File: src/rtl/starfield_gen.sv
// rtl/starfield_gen.sv - LFSR-driven scrolling starfield: per-pixel star test, twinkle luminance, per-frame reseed
module starfield_gen #(
    parameter int            LEN   = 17,
    parameter logic [LEN-1:0] SEED = 17'h1FFFF,
    parameter logic [LEN-1:0] SPEED = 17'd1,
    parameter int            DENS  = 8,
    parameter int            TW    = 4
) (
    input  logic           clk,
    input  logic           rst,
    input  logic           ce_pix,
    input  logic           hblank,
    input  logic           vblank,
    input  logic           freeze,
    input  logic [LEN-1:0] sreg,
    output logic           lfsr_en,
    output logic           lfsr_rst,
    output logic [LEN-1:0] lfsr_seed,
    output logic           star_on,
    output logic [7:0]     star_lum
);

    typedef enum logic {
        S_RESET = 1'b0,
        S_RUN   = 1'b1
    } state_t;

    state_t         state_q, state_d;
    logic           vb_q;
    logic           lfsr_rst_q, lfsr_rst_d;
    logic [LEN-1:0] offset_q, offset_d;
    logic [7:0]     fcnt_q, fcnt_d;
    logic           star_on_q, star_on_d;
    logic [7:0]     star_lum_q, star_lum_d;

    logic           act;
    logic           hit;
    logic           frame_evt;
    logic [7:0]     lum_base;
    logic [7:0]     lum;

    assign act       = ce_pix & ~hblank & ~vblank;
    assign hit       = &sreg[LEN-1 -: DENS];
    assign lum_base  = sreg[7:0] | 8'h20;
    assign lum       = (sreg[8] & fcnt_q[TW]) ? (lum_base >> 1) : lum_base;

    // vb_q tracks vblank every clk so a rise between pixel strobes is never missed
    assign frame_evt = vblank & ~vb_q & (state_q == S_RUN);

    always_comb begin
        state_d    = state_q;
        lfsr_rst_d = 1'b0;
        offset_d   = offset_q;
        fcnt_d     = fcnt_q;
        star_on_d  = star_on_q;
        star_lum_d = star_lum_q;
        case (state_q)
            S_RESET: state_d = S_RUN;
            S_RUN: begin
                lfsr_rst_d = frame_evt;
                if (frame_evt && !freeze) begin
                    offset_d = offset_q + SPEED;
                    fcnt_d   = fcnt_q + 8'd1;
                end
            end
            default: state_d = S_RESET;
        endcase
        if (ce_pix) begin
            star_on_d  = act & hit;
            star_lum_d = (act & hit) ? lum : 8'h00;
        end
    end

    always_ff @(posedge clk or posedge rst) begin
        if (rst) begin
            state_q    <= S_RESET;
            vb_q       <= 1'b1;
            lfsr_rst_q <= 1'b1;
            offset_q   <= SEED;
            fcnt_q     <= 8'h00;
            star_on_q  <= 1'b0;
            star_lum_q <= 8'h00;
        end else begin
            state_q    <= state_d;
            vb_q       <= vblank;
            lfsr_rst_q <= lfsr_rst_d;
            offset_q   <= offset_d;
            fcnt_q     <= fcnt_d;
            star_on_q  <= star_on_d;
            star_lum_q <= star_lum_d;
        end
    end

    // A zero seed would lock the LFSR, so a wrapped offset falls back to SEED
    assign lfsr_seed = (offset_q == '0) ? SEED : offset_q;
    assign lfsr_rst  = lfsr_rst_q;
    assign lfsr_en   = act & ~lfsr_rst_q;
    assign star_on   = star_on_q;
    assign star_lum  = star_lum_q;

endmodule

File: config.mk
export PLATFORM = sky130hd
export DESIGN_NAME = starfield_gen
export DESIGN_NICKNAME = d
export VERILOG_FILES = /design/src/rtl/starfield_gen.sv
export SDC_FILE = /design/constraint.sdc
export NUM_CORES = 1
export LEC_CHECK = 0
export CAP_MARGIN = 20
export CORE_MARGIN = 2
export CORE_UTILIZATION = 44
export DETAILED_ROUTE_END_ITERATION = 10
export PLACE_DENSITY = 0.75
export SLEW_MARGIN = 5
export SYNTH_ARGS = -nofsm -noshare
export SYNTH_HDL_FRONTEND = slang
export SYNTH_SLANG_ARGS = --single-unit
File: constraint.sdc
create_clock -name clk -period 2.2 [get_ports clk]
set_input_delay 0.44 -clock clk [delete_from_list [all_inputs] [get_ports clk]]
set_output_delay 0.44 -clock clk [all_outputs]
set_load 0.01 [all_outputs]
==> results.yml <==
sta:
  setup_ws_ps: -123.4
  period_minus_slack_ps: 2323
  drv_slew: 0
  setup_viol: 17
  clock_skew_ps: 4.617
  whs_ps: 494.9
  max_freq_mhz: 430.4
  hold_viol: 0
  finalSetupTns_ps: -935.9
  rsz0062_at_grt: "true"
  fin_crit_sh: 1.056
grt:
  grt_antenna_before_repair: 0
  grt_pass1_wl_um: 6920
  grt_use_total: 0.2124
  grt_pass1_vias: 1535
  grt_overflow: 0
  grt_max_degree: 35
critical_path:
  crit_arrival_ps: 1880
  r2r_setup_slack_ps: 570
  r2r_end: "offset_q[16]"
  crit_type: "reg2out"
  worstReg2RegStart: "offset_q[0]"
  cp-end-kind: "output pin"
  crit_required_ps: 1760
  r2r_cells: 5
  cp-start-kind: "register"
  cp_max_fo: 7
floorplan:
  io_pins: 51
  die_area_um2: 4423
  core_area_um2: 3716
  chipHeight_um: 66.51
  std_cell_rows: 22
  dieWidth_um: 66.51
  start_util: 0.4626
detailed_routing:
  ant_nets: 0
  dr.pass1.iters: 4
  wire_per_inst_um: 14.21
  drc: 0
  vias_per_cell: 4.972
  wl_um: 4077
  vias: 1427
  drt-initial-drc-count: 56
worst_hold_path:
  hold-path-endpoint: "fcnt_q[3]"
  min_from: "fcnt_q[3]"
  hold_class: "reg2reg"
  hold_depth: 1
placement:
  place_hpwl_um: 2869
  placed_cell_area_um2: 2394
  gp_congestion: 0.7528
  dpl_worst_slack_ps: -199.6
  dp_cells: 272
  port_buffers: 49
synth:
  avgSynthCellArea_um2: 10.74
  synth_area_um2: 1719
  yosysUniqueCellTypes: 33
  syn_inst: 160
  ys_seq_elements: 34
  syn_nets: 186
  seq_area_frac_synth: 0.5087
  synth_warnings: 0
clock_network:
  cts_inserted_buffers: 5
  clock-sinks: 34
  cts-root-buf: "clkbuf_8"
  cts_htree_levels: 2
  clock_latency_ps: 290
  clkTransAtPathRegs_ps: 70
  clk_path_buf_depth: 2
  cts_tree: "built"
run_status:
  violations: "negative setup slack"
  status: "complete, but fails checks"
cells_and_area:
  fin_area_um2: 2585
  stdcell_count: 287
  final_common_cell: "clkdlybuf4s50_1"
  diodes: 0
  nets: 264
  most-common-layout-cells: "clkdlybuf4s50_1 (32), buf_4 (24), dfstp_2 (19)"
  layout-drive-gt1-share: 0.3891
  final_util: 0.6956
  area_growth_pct: 50.36
power:
  total_power_mw: 1.854
  vdd_drop_max_mv: 0.5656
  leakage_nw: 1.177
  power-per-cell-area_nw_per_um2: 717.2
job:
  maxCapViolCount: 0
-- worst max path at each step --
stage / to / cells after the start / startpoint / slack [ps]
5_1_grt: lfsr_seed[16] / 8 / offset_q[0] / -210
4_1_cts: lfsr_seed[16] / 8 / offset_q[1] / -80
2_1_floorplan: lfsr_seed[10] / 6 / offset_q[0] / 250
3_3_place_gp: lfsr_seed[16] / 7 / offset_q[0] / -140
6_report: lfsr_seed[16] / 8 / offset_q[1] / -120
3_5_place_dp: lfsr_seed[1] / 7 / offset_q[0] / -200
-- report_power, final --
group | switching [mW] | total, mW | internal (mW)
registers | 0.0555 | 0.786 | 0.730
clock network | 0.234 | 0.485 | 0.251
logic | 0.247 | 0.583 | 0.336
-- cell usage after synthesis --
cell | n | area share
nand3_4 | 1 | 0.010
ha_1 | 3 | 0.022
o21ai_0 | 8 | 0.023
and3b_1 | 1 | 0.0051
nor4_4 | 1 | 0.012
dfrtp_1 | 15 | 0.22
and2b_1 | 1 | 0.0044
mux2_2 | 1 | 0.0065
nand4_4 | 2 | 0.025
a21oi_1 | 1 | 0.0029
nand3_1 | 3 | 0.0087
dfstp_2 | 19 | 0.29
and3_1 | 1 | 0.0036
inv_1 | 16 | 0.035
buf_2 | 3 | 0.0087
or2b_1 | 1 | 0.0044
nor4_1 | 2 | 0.0073
or3_1 | 1 | 0.0036
nor3_1 | 8 | 0.023
nand2_1 | 10 | 0.022
mux2i_1 | 5 | 0.029
nand4_1 | 6 | 0.022
xor2_1 | 9 | 0.046
and4_4 | 1 | 0.0065
or2_2 | 10 | 0.036
conb_1 | 1 | 0.0022
nor2_4 | 1 | 0.0065
o22ai_1 | 8 | 0.029
nor4b_1 | 1 | 0.0051
and4bb_2 | 1 | 0.0073
xnor2_1 | 11 | 0.056
clkbuf_1 | 1 | 0.0022
nor2_1 | 7 | 0.015
-- logic make-up (layout without fill, tap and decap cells) --
family | after synthesis | in the layout | synth area share
and+or+nand+nor | 59 | 60 | 0.2285
DFF | 34 | 34 | 0.5087
xor gates and xnor gates | 20 | 20 | 0.1019
buffers and inverters | 20 | 98 | 0.04585
AOI/OAI and AO/OA | 17 | 17 | 0.05531
muxes | 6 | 6 | 0.03566
adders and majority gates | 3 | 3 | 0.02184
other | 1 | 1 | 0.002181
-- state kept, by name, indices dropped and copies added, names as in the netlist --
register,cells
offset_q,17
star_lum,8
fcnt_q,5
lfsr_rst,1
star_on,1
state_q,1
vb_q,1
-- per-layer routing --
layer,routed length (um),vias to the layer above,GRT usage
li1,-,697,-
met1,1693,690,0.2595
met2,2144,34,0.3563
met3,188,6,0.05743
met4,51,0,0.08163
met5,0,-,0
-- what timing repair did --
action / in CTS / in global routing
cloned: 1 / 0
endpoints found under the setup margin: 17 / 17
pin swaps: 3 / 1
setup buffers: 4 / 2
gates resized for setup: 94 / 8
hold buffers: 0 / 0
-- cell type report --
class | instances | area, um^2
clock buffer | 6 | 82.58
clock inverter | 2 | 12.51
fill | 282 | 1131
inverter | 16 | 60.06
multi-input combinational | 107 | 835.8
sequential | 34 | 874.6
tap | 48 | 60.06
timing repair buffer | 74 | 659.4
-- worst max-delay path: stages, from the launching register on --
cell	delay, ps
dfstp_2	540
inv_2	60
ha_4	150
nor4b_4	120
nand4_1	100
buf_4	150
buf_6	120
or2b_1	210
buf_2	130
(Power assumes the default switching activity.)
